### src/rtl/cpu_pipe_pkg.sv
// rtl/cpu_pipe_pkg.sv - shared types and constants for the elastic pipeline stages
package cpu_pipe_pkg;

    localparam int          DEFAULT_DATA_W = 32;
    localparam int          DEFAULT_PC_W   = 32;
    localparam logic [31:0] NOP_INSTR      = 32'h0000_0000;

    // Entry count of a 2-deep skid stage; also the occupancy encoding
    typedef enum logic [1:0] {
        STAGE_EMPTY = 2'd0,
        STAGE_ONE   = 2'd1,
        STAGE_TWO   = 2'd2
    } stage_state_e;

endpackage

### src/rtl/if_id_skid_stage.sv
// rtl/if_id_skid_stage.sv - elastic IF/ID register with 2-entry skid buffer
module if_id_skid_stage
    import cpu_pipe_pkg::*;
#(
    parameter int                DATA_W = DEFAULT_DATA_W,
    parameter int                PC_W   = DEFAULT_PC_W,
    parameter logic [DATA_W-1:0] BUBBLE = {DATA_W{1'b0}}
) (
    input  logic              clk,
    input  logic              reset,
    input  logic              flush_n,
    input  logic              in_valid,
    output logic              in_ready,
    input  logic [DATA_W-1:0] in_instr,
    input  logic [PC_W-1:0]   in_pc,
    output logic              out_valid,
    input  logic              out_ready,
    output logic [DATA_W-1:0] out_instr,
    output logic [PC_W-1:0]   out_pc,
    output logic [1:0]        occupancy
);

    stage_state_e      state_q, state_d;
    logic [DATA_W-1:0] main_instr_q, main_instr_d;
    logic [PC_W-1:0]   main_pc_q, main_pc_d;
    logic [DATA_W-1:0] skid_instr_q, skid_instr_d;
    logic [PC_W-1:0]   skid_pc_q, skid_pc_d;
    logic              in_ready_q, in_ready_d;
    logic              out_valid_q, out_valid_d;
    logic [1:0]        occupancy_q, occupancy_d;

    logic in_fire;
    logic out_fire;

    // Handshakes use only registered ready/valid, so no input reaches an output combinationally
    assign in_fire  = in_valid & in_ready_q;
    assign out_fire = out_valid_q & out_ready;

    // Next-state and payload movement; flush wins over any handshake
    always_comb begin
        state_d      = state_q;
        main_instr_d = main_instr_q;
        main_pc_d    = main_pc_q;
        skid_instr_d = skid_instr_q;
        skid_pc_d    = skid_pc_q;

        if (!flush_n) begin
            state_d      = STAGE_EMPTY;
            main_instr_d = BUBBLE;
            main_pc_d    = '0;
            skid_instr_d = BUBBLE;
            skid_pc_d    = '0;
        end else begin
            case (state_q)
                STAGE_EMPTY: begin
                    if (in_fire) begin
                        state_d      = STAGE_ONE;
                        main_instr_d = in_instr;
                        main_pc_d    = in_pc;
                    end
                end
                STAGE_ONE: begin
                    if (in_fire && out_fire) begin
                        main_instr_d = in_instr;
                        main_pc_d    = in_pc;
                    end else if (in_fire) begin
                        state_d      = STAGE_TWO;
                        skid_instr_d = in_instr;
                        skid_pc_d    = in_pc;
                    end else if (out_fire) begin
                        state_d      = STAGE_EMPTY;
                        main_instr_d = BUBBLE;
                        main_pc_d    = '0;
                    end
                end
                STAGE_TWO: begin
                    // in_ready is low here, so only the drain side can move
                    if (out_fire) begin
                        state_d      = STAGE_ONE;
                        main_instr_d = skid_instr_q;
                        main_pc_d    = skid_pc_q;
                        skid_instr_d = BUBBLE;
                        skid_pc_d    = '0;
                    end
                end
                default: begin
                    state_d      = STAGE_EMPTY;
                    main_instr_d = BUBBLE;
                    main_pc_d    = '0;
                    skid_instr_d = BUBBLE;
                    skid_pc_d    = '0;
                end
            endcase
        end
    end

    // Status flags precomputed from the next state so they leave the stage as plain flops
    always_comb begin
        in_ready_d  = (state_d != STAGE_TWO);
        out_valid_d = (state_d != STAGE_EMPTY);
        occupancy_d = 2'd0;
        case (state_d)
            STAGE_ONE: occupancy_d = 2'd1;
            STAGE_TWO: occupancy_d = 2'd2;
            default:   occupancy_d = 2'd0;
        endcase
    end

    // State and payload registers, cleared asynchronously
    always_ff @(posedge clk or negedge reset) begin
        if (!reset) begin
            state_q      <= STAGE_EMPTY;
            main_instr_q <= BUBBLE;
            main_pc_q    <= '0;
            skid_instr_q <= BUBBLE;
            skid_pc_q    <= '0;
            in_ready_q   <= 1'b1;
            out_valid_q  <= 1'b0;
            occupancy_q  <= 2'd0;
        end else begin
            state_q      <= state_d;
            main_instr_q <= main_instr_d;
            main_pc_q    <= main_pc_d;
            skid_instr_q <= skid_instr_d;
            skid_pc_q    <= skid_pc_d;
            in_ready_q   <= in_ready_d;
            out_valid_q  <= out_valid_d;
            occupancy_q  <= occupancy_d;
        end
    end

    assign in_ready  = in_ready_q;
    assign out_valid = out_valid_q;
    assign out_instr = main_instr_q;
    assign out_pc    = main_pc_q;
    assign occupancy = occupancy_q;

endmodule

### config.mk
export PLATFORM = sky130hd
export DESIGN_NAME = if_id_skid_stage
export DESIGN_NICKNAME = d
export VERILOG_FILES = /design/src/rtl/cpu_pipe_pkg.sv /design/src/rtl/if_id_skid_stage.sv
export SDC_FILE = /design/constraint.sdc
export NUM_CORES = 1
export LEC_CHECK = 0
export ABC_AREA = 1
export CORE_MARGIN = 2
export CORE_UTILIZATION = 48
export DETAILED_ROUTE_END_ITERATION = 8
export PLACE_DENSITY_LB_ADDON = 0.25
export REMOVE_ABC_BUFFERS = 1
export SLEW_MARGIN = 20
export SYNTH_ARGS = -nofsm -noshare
export SYNTH_HDL_FRONTEND = slang
export SYNTH_SLANG_ARGS = --single-unit
### constraint.sdc
create_clock -name clk -period 3.6 [get_ports clk]
set_input_delay 0.72 -clock clk [delete_from_list [all_inputs] [get_ports clk]]
set_output_delay 0.72 -clock clk [all_outputs]
set_load 0.01 [all_outputs]
==> flow_metrics.py, run 1 <==
metrics = {
    "run_status": {
        "status": "completed",
    },
    "floorplan": {
        "core_region_area_um2": 14400,
        "die_y_um": 125,
        "start_util": 0.486,
        "die_area_um2": 15500,
        "die_width_um": 125,
        "rows": 44,
        "num_io_pins": 137,
    },
    "timing": {
        "slew_violations": 0,
        "fin_worst_skew_ns": 0.00397,
        "tightest_slew_ns": 0.877,
        "hold_violations": 0,
        "period_needed_ns": 2.39,
        "slew_headroom": 0.415,
        "period_share": 0.664,
        "finalWorstSetupSlack_ns": 1.21,
        "setup_viol": 0,
        "maxClockFrequency_mhz": 419,
        "rsz0062_at_grt": "no",
    },
    "place": {
        "globalplace.congestion": 0.761,
        "place_ws_ns": 0.819,
        "place_hpwl_mm": 10.7,
        "dpl_cell_area_um2": 8430,
        "port-buffer-count": 136,
    },
    "power_and_ir_drop": {
        "p_leak_uw": 0.00458,
        "power.density_nw_per_um2": 539,
        "internal_power_uw": 3280,
        "pwr-share-comb": 0.278,
        "seqPwrFrac": 0.381,
        "power_switching_share": 0.322,
        "p_sw_uw": 1560,
        "pwr-share-clk": 0.341,
        "finalPower_uw": 4830,
        "peakVddDrop_mv": 0.321,
    },
    "clock_tree": {
        "clk_latency_ns": 0.43,
        "htree_levels": 4,
        "clkTransAtPathRegs_ns": 0.05,
        "postCtsResizedCells": 0,
        "cts.path.max_buffers": 2,
        "cts_buffers": 17,
        "root_buffer": "clkbuf_16",
        "cts_tree": "yes",
        "post_cts_buffers": 0,
        "hold_buffers": 0,
        "clock_sinks": 134,
    },
    "critical_path": {
        "r2r_cells": 8,
        "critPathKind": "input pin to flip-flop",
        "path_max_fanout": 64,
        "crit_slowest_cell": "clkdlybuf4s50_1",
        "worstSetupStartpointType": "input pin",
        "worst-path-buf-inv": 3,
        "path_delay_family": "buffers and inverters",
        "cpPeakStageDelay_ns": 0.67,
        "r2r-start": "state_q[1]",
        "crit_top_cell": "nand2_1",
        "crit_arrival_ns": 2.75,
        "path_depth": 8,
        "crit_path_end_kind": "flip-flop",
        "crit_path_start": "flush_n",
        "required_ns": 3.96,
        "crit_chain": "clkdlybuf4s50_1, inv_2, a21oi_1, nand2_1, nand2_2, buf_4, nand2_1, nand2_1",
    },
    "cells_and_area": {
        "area_growth_pct": 28.5,
        "final_nets": 1182,
        "diodes": 0,
        "final_cell_mix": "524 x nand2_1, 195 x nand3_1, 135 x clkdlybuf4s50_1",
        "fin_area_um2": 8980,
        "nFillCells": 1298,
        "drive_gt1_frac": 0.0499,
        "final_common_cell": "nand2_1",
    },
    "detailed_routing": {
        "wl_per_cell_um": 14.7,
        "vias_per_cell": 5.34,
        "drt_first_pass_iters": 6,
        "drc": 0,
        "drtIter0Drc": 757,
        "ant_nets": 0,
        "route.final.wire_length_mm": 19.3,
        "via_count": 6978,
    },
    "logic_synthesis": {
        "synthesis.area_um2": 6990,
        "netlist_instances": 1016,
        "avgSynthCellArea_um2": 6.88,
        "ys_seq_elements": 134,
        "synth_top_cells_by_area": "dfrtp_1 48%, nand2_1 28%, nand3_1 14%",
        "synth_seq_area_share": 0.480,
        "yosys_warnings": 0,
        "synth_top_area_frac": 0.476,
        "synth_cell_types": 16,
        "yosysTopAreaCell": "dfrtp_1",
    },
    "global_route": {
        "grt_max_degree": 85,
        "grt_pass1_vias": 6802,
        "overflow": 0,
        "gr-usage-all-layers": 0.261,
        "antenna_found_initial": 0,
        "grt_pass1_wl_mm": 33.2,
    },
    "worst_hold_path": {
        "hp-class": "input pin to async pin",
    },
    "run": {
        "maxCapViolCount": 0,
    },
}
-- final cells by class --
cell class | instances | area [µm²] | area share
Clock buffer | 25 | 505 | 0.0563
Clock inverter | 4 | 45.0 | 0.00502
Inverter | 9 | 37.5 | 0.00418
Multi-Input combinational cell | 800 | 3300 | 0.368
Sequential cell | 134 | 3350 | 0.374
Tap cell | 184 | 230 | 0.0256
Timing Repair Buffer | 151 | 1500 | 0.167
-- power by group through the flow --
stage	Clock [µW]	Sequential (µW)	Combinational (µW)
after global routing	1740	1870	1490
after CTS	1660	1840	1360
after floorplan	0	1910	607
final	1650	1840	1350
after detailed placement	0	1860	1350
after global placement	0	1860	1330
-- registers in the layout (all words and copies together) (netlist names) --
name	flops
out_instr	32
out_pc	32
skid_instr_q	32
skid_pc_q	32
occupancy	2
state_q	2
in_ready	1
out_valid	1
-- per-stage QoR --
stage	hold slack (ns)	TNS [ns]	std cells	util
finish	0.368	0	1307	0.625
global route	0.432	0	1307	0.625
CTS	0.398	0	1307	0.625
detailed placement	0.459	0	1278	0.586
global placement	0.453	0	1278	0.586
floorplan	0.424	-220.68	943	-
-- Yosys cell counts --
cell      count
nand3_1     195
nor3_1        2
a21oi_1       1
inv_1         4
dfrtp_1     133
buf_1         8
nor2_4        1
nor2_1       71
buf_2        48
nand2_1     526
dfstp_2       1
o21ai_0       1
nand2_2       1
inv_2         5
clkbuf_1     17
o21ai_1       2
-- cells by family (layout without fill, tap and decap cells) --
kind of cell,after synthesis,count (layout),synth area share
AOI/OAI and AO/OA,4,4,0.00286
DFF,134,134,0.480
and+or+nand+nor,796,796,0.464
buffers and inverters,82,189,0.0527
-- worst reg2reg max path: stages (launching register included) --
cell	delay, ns
dfrtp_1	0.45
inv_2	0.09
nand2_2	0.08
clkinv_2	0.67
buf_4	0.52
nand2_1	0.14
nor2_1	0.05
nand3_1	0.11
nand2_1	0.07
-- worst paths after layout --
check | to | slack (ns)
max | out_pc[16] | 1.21
min | out_pc[4] | 0.37
max reg2reg | skid_pc_q[10] | 1.31
min reg2reg | skid_instr_q[31] | 0.47
max in group asynchronous | in_ready | 2.39
min in group clk | skid_instr_q[31] | 0.47
-- routing by layer --
metal / vias to the layer above / GRT usage / wire length, µm
met5: - / 0 / 0
met4: 0 / 0.0879 / 416
met3: 30 / 0.0623 / 1140
met2: 234 / 0.412 / 8780
met1: 3324 / 0.356 / 8920
li1: 3390 / - / -
Power figures use the tool's default switching activity.
==> inputs of run 2 (changes only) <==
==> constraint.sdc (replaced) <==
create_clock -name clk -period 2.47 [get_ports clk]
set_input_delay 0.494 -clock clk [delete_from_list [all_inputs] [get_ports clk]]
set_output_delay 0.494 -clock clk [all_outputs]
set_load 0.01 [all_outputs]
==> flow_metrics.py, run 2 (same netlist as run 1, synthesis figures left out) <==
metrics = {
    "timing": {
        "fin_worst_skew_ns": 0.00646,
        "period_share": 0.900,
        "tightest_slew_ns": 0.919,
        "maxClockFrequency_mhz": 450,
        "slew_violations": 0,
        "slew_headroom": 0.386,
        "period_needed_ns": 2.22,
        "setup_viol": 0,
        "hold_violations": 0,
        "finalWorstSetupSlack_ns": 0.246,
        "rsz0062_at_grt": "no",
    },
    "place": {
        "dp_cells": 1288,
        "place_ws_ns": -0.0854,
        "globalplace.congestion": 0.771,
        "port-buffer-count": 136,
        "place_hpwl_mm": 11.1,
    },
    "cells_and_area": {
        "diodes": 0,
        "final_util": 0.635,
        "multi_input_area_um2": 3300,
        "final_cell_mix": "524 x nand2_1, 195 x nand3_1, 135 x clkdlybuf4s50_1",
        "ff_latch_area_um2": 3350,
        "drive_gt1_frac": 0.0607,
        "nFillCells": 1316,
        "area_growth_pct": 30.6,
        "final_nets": 1193,
        "final_common_cell": "nand2_1",
        "final_cells": 1320,
    },
    "clock_tree": {
        "clock_sinks": 134,
        "cts_tree": "yes",
        "clk_latency_ns": 0.42,
        "cts_buffers": 17,
        "clkTransAtPathRegs_ns": 0.06,
        "root_buffer": "clkbuf_16",
        "cts.path.max_buffers": 2,
        "htree_levels": 4,
    },
    "detailed_routing": {
        "wl_per_cell_um": 14.4,
        "drtIter0Drc": 604,
        "drc": 0,
        "via_count": 6997,
        "drt_first_pass_iters": 5,
        "vias_per_cell": 5.30,
        "route.final.wire_length_mm": 19.1,
        "ant_nets": 0,
    },
    "global_route": {
        "antenna_found_initial": 0,
        "grt_pass1_vias": 6409,
        "grt_max_degree": 65,
        "overflow": 0,
        "grt_pass1_wl_mm": 32.1,
        "gr-usage-all-layers": 0.252,
    },
    "critical_path": {
        "crit_arrival_ns": 2.54,
        "cpPeakStageDelay_ns": 0.44,
        "path_delay_family": "simple AND/OR/NAND/NOR gates",
        "crit_chain": "inv_2, nand2_2, buf_4, nor2_1, nor2_4, nand2_2, buf_12, nand2_1, nand2_1",
        "worstSetupStartpointType": "flip-flop",
        "critPathKind": "flip-flop to flip-flop",
        "crit_path_end_kind": "flip-flop",
        "crit_slowest_cell": "dfrtp_1",
        "required_ns": 2.78,
        "path_depth": 9,
        "path_max_fanout": 48,
        "worst-path-buf-inv": 3,
        "r2r_cells": 9,
    },
    "power_and_ir_drop": {
        "internal_power_uw": 4850,
        "p_sw_uw": 2290,
        "seqPwrFrac": 0.375,
        "p_leak_uw": 0.00465,
        "power_switching_share": 0.321,
        "pwr-share-comb": 0.282,
        "pwr-share-clk": 0.343,
        "peakVddDrop_mv": 0.486,
        "power.density_nw_per_um2": 782,
        "finalPower_uw": 7140,
    },
    "floorplan": {
        "start_util": 0.486,
        "die_area_um2": 15500,
        "core_region_area_um2": 14400,
        "die_y_um": 125,
        "rows": 44,
        "die_width_um": 125,
        "num_io_pins": 137,
    },
    "run_status": {
        "status": "completed",
    },
    "worst_hold_path": {
        "hp-class": "flip-flop to flip-flop",
        "min_path_cells": 2,
    },
    "run": {
        "maxCapViolCount": 0,
    },
}
[run 2: cell count changes in the layout (fill, tap and decap cells not counted), sizes merged]
cell / delta
buf: +10
clkbuf: -4
clkinv: +3
clkinvlp: +2
bufinv: +1
dlygate4sd3: +1
[run 2: area by class of cell]
type                            count  area share
Timing Repair Buffer              162       0.179
Inverter                            9     0.00384
Clock inverter                     10      0.0115
Multi-Input combinational cell    800       0.362
Clock buffer                       21      0.0505
Tap cell                          184      0.0252
Sequential cell                   134       0.368
[run 2: timing repair]
action	in CTS	in global routing
hold buffers	1	0
gates resized for setup	0	0
hold endpoints to repair	33	0
buffers inserted	0	0
[run 2: per-layer routing]
layer | share of wire | track usage | vias up
met4 | 0.013 | 0.0615 | 0
li1 | - | - | 3412
met2 | 0.47 | 0.401 | 250
met3 | 0.064 | 0.0588 | 25
met1 | 0.45 | 0.351 | 3310
met5 | 0 | 0 | -
[run 2: power groups by stage]
stage,registers (µW),logic [µW],clock network [µW]
2_1_floorplan,2790,884,0
3_3_place_gp,2710,1990,0
3_5_place_dp,2710,2010,0
4_1_cts,2680,2030,2480
5_1_grt,2720,2220,2590
6_report,2680,2010,2450
[run 2: worst paths after layout]
kind / start / endpoint / slack, ns
worst max register to register: state_q[1] / skid_pc_q[30] / 0.25
max in group asynchronous: reset / in_ready / 1.21
worst min register to register: skid_instr_q[4] / skid_instr_q[4] / 0.47
min in group asynchronous: reset / out_pc[4] / 0.54
worst min-delay path: skid_instr_q[4] / skid_instr_q[4] / 0.47
worst max-delay path: state_q[1] / skid_pc_q[30] / 0.25
[run 2: through the flow]
step / hold WS, ns / setup TNS [ns] / cell area, µm²
after floorplan: 0.198 / -354.38 / 6650
after global placement: 0.415 / -0.375 / 8550
after detailed placement: 0.415 / -1.87 / 8550
after CTS: 0.472 / 0 / 9120
after global routing: 0.484 / 0 / 9120
final: 0.469 / 0 / 9120
[run 2: worst register-to-register path: cells and delay by family (launching register included)]
family / cells / cell delay [ns]
buffers and inverters: 3 / 0.66
and+or+nand+nor: 6 / 1.01
DFF: 1 / 0.44
==> inputs of run 3 (changes only) <==
--- a/config.mk
+++ b/config.mk
@@ -6,8 +6,8 @@
 export NUM_CORES = 1
 export LEC_CHECK = 0
 export ABC_AREA = 1
-export CORE_MARGIN = 2
 export CORE_UTILIZATION = 48
+export CTS_CLUSTER_DIAMETER = 200
 export DETAILED_ROUTE_END_ITERATION = 8
 export PLACE_DENSITY_LB_ADDON = 0.25
 export REMOVE_ABC_BUFFERS = 1
==> flow_metrics.py, run 3 (same netlist as run 1, synthesis figures left out) <==
metrics = {
    "cells_and_area": {
        "drive_gt1_frac": 0.0591,
        "final_common_cell": "nand2_1",
        "area_growth_pct": 31.4,
        "nFillCells": 1254,
        "final_cell_mix": "524 x nand2_1, 195 x nand3_1, 135 x clkdlybuf4s50_1",
        "diodes": 0,
        "final_util": 0.654,
        "final_nets": 1189,
    },
    "critical_path": {
        "crit_arrival_ns": 1.48,
        "worstSetupStartpointType": "flip-flop",
        "crit_slowest_cell": "clkdlybuf4s50_1",
        "path_max_fanout": 2,
        "worst-path-buf-inv": 1,
        "critPathKind": "flip-flop to primary output",
        "path_delay_family": "buffers and inverters",
        "cpPeakStageDelay_ns": 0.53,
        "crit_path_end_kind": "primary output",
        "crit_chain": "clkdlybuf4s50_1",
        "required_ns": 1.98,
    },
    "clock_tree": {
        "cts_buffers": 17,
        "clock_sinks": 134,
        "htree_levels": 4,
        "postCtsResizedCells": 0,
        "cts_tree": "yes",
        "hold_buffers": 0,
        "clkTransAtPathRegs_ns": 0.06,
        "clk_latency_ns": 0.42,
        "cts.path.max_buffers": 2,
        "root_buffer": "clkbuf_16",
        "post_cts_buffers": 0,
    },
    "detailed_routing": {
        "wl_per_cell_um": 14.6,
        "drc": 0,
        "drt_first_pass_iters": 5,
        "via_count": 6917,
        "ant_nets": 0,
        "drtIter0Drc": 721,
        "route.final.wire_length_mm": 19.1,
        "vias_per_cell": 5.27,
    },
    "timing": {
        "period_share": 0.798,
        "finalWorstSetupSlack_ns": 0.499,
        "tightest_slew_ns": 0.639,
        "period_needed_ns": 1.97,
        "rsz0062_at_grt": "no",
        "hold_violations": 0,
        "maxClockFrequency_mhz": 507,
        "setup_viol": 0,
        "slew_headroom": 0.574,
        "slew_violations": 0,
        "fin_worst_skew_ns": 0.00520,
    },
    "floorplan": {
        "start_util": 0.498,
        "die_y_um": 123,
        "die_area_um2": 15000,
        "die_width_um": 123,
        "num_io_pins": 137,
        "rows": 43,
        "core_region_area_um2": 14000,
    },
    "place": {
        "place_ws_ns": 0.353,
        "port-buffer-count": 136,
        "globalplace.congestion": 0.811,
        "place_hpwl_mm": 11.1,
    },
    "power_and_ir_drop": {
        "power.density_nw_per_um2": 800,
        "p_leak_uw": 0.00467,
        "finalPower_uw": 7350,
        "peakVddDrop_mv": 0.542,
    },
    "global_route": {
        "grt_max_degree": 67,
        "antenna_found_initial": 0,
        "grt_pass1_wl_mm": 32.3,
        "grt_pass1_vias": 6719,
        "gr-usage-all-layers": 0.275,
        "overflow": 0,
    },
    "run_status": {
        "status": "completed",
    },
    "run": {
        "maxCapViolCount": 0,
    },
    "worst_hold_path": {
        "hp-class": "input pin to async pin",
    },
}
run 3: cell types whose count changed in the layout (fill, tap and decap cells not counted):
cell | previous run | this run
bufinv_16 | 2 | 3
clkinv_2 | 7 | 6
buf_12 | 6 | 10
dlygate4sd3_1 | 1 | 0
clkbuf_8 | 2 | 4
clkinvlp_4 | 2 | 1
buf_4 | 19 | 12
run 3: path summary, 6_finish.rpt:
path | slack [ns] | to | start | cells after the start
setup / recovery | 0.50 | in_ready | in_ready | 1
min in group clk | 0.47 | skid_instr_q[31] | skid_instr_q[31] | 2
setup reg to reg | 0.53 | out_pc[11] | state_q[1] | 10
hold / removal | 0.07 | out_pc[27] | reset | 1
max in group asynchronous | 1.71 | state_q[0] | reset | 2
hold reg to reg | 0.47 | skid_instr_q[31] | skid_instr_q[31] | 2
run 3: final cells by class:
type	instances	area, µm²	area share
flip-flops and latches	134	3350	0.365
multi-input cells	800	3300	0.360
repair buffers	158	1650	0.180
clock buffers	23	488	0.0531
well taps	180	225	0.0245
clock inverters	9	123	0.0134
inverters	9	35.0	0.00382
run 3: stage by stage:
stage	instances	area [µm²]	hold slack, ns	TNS (ns)
6_report	1313	9180	0.0674	0
5_1_grt	1313	9180	0.116	0
4_1_cts	1313	9180	0.0989	0
3_5_place_dp	1281	8570	0.459	0
3_3_place_gp	1281	8570	0.454	0
2_1_floorplan	943	6650	0.198	-354.38
run 3: report_power, final:
| part | switching [µW] | leakage, µW | internal, µW |
|---|---|---|---|
| clock | 948 | 0.000303 | 1690 |
| sequential | 174 | 0.00180 | 2510 |
| combinational | 1190 | 0.00256 | 840 |
| total | 2310 | 0.00467 | 5030 |
run 3: layer usage:
layer | GRT usage | vias up | wire length [µm]
met2 | 0.433 | 247 | 8780
met1 | 0.371 | 3234 | 8730
met5 | 0 | - | 0
met4 | 0.108 | 0 | 378
met3 | 0.0581 | 31 | 1250
li1 | - | 3405 | -
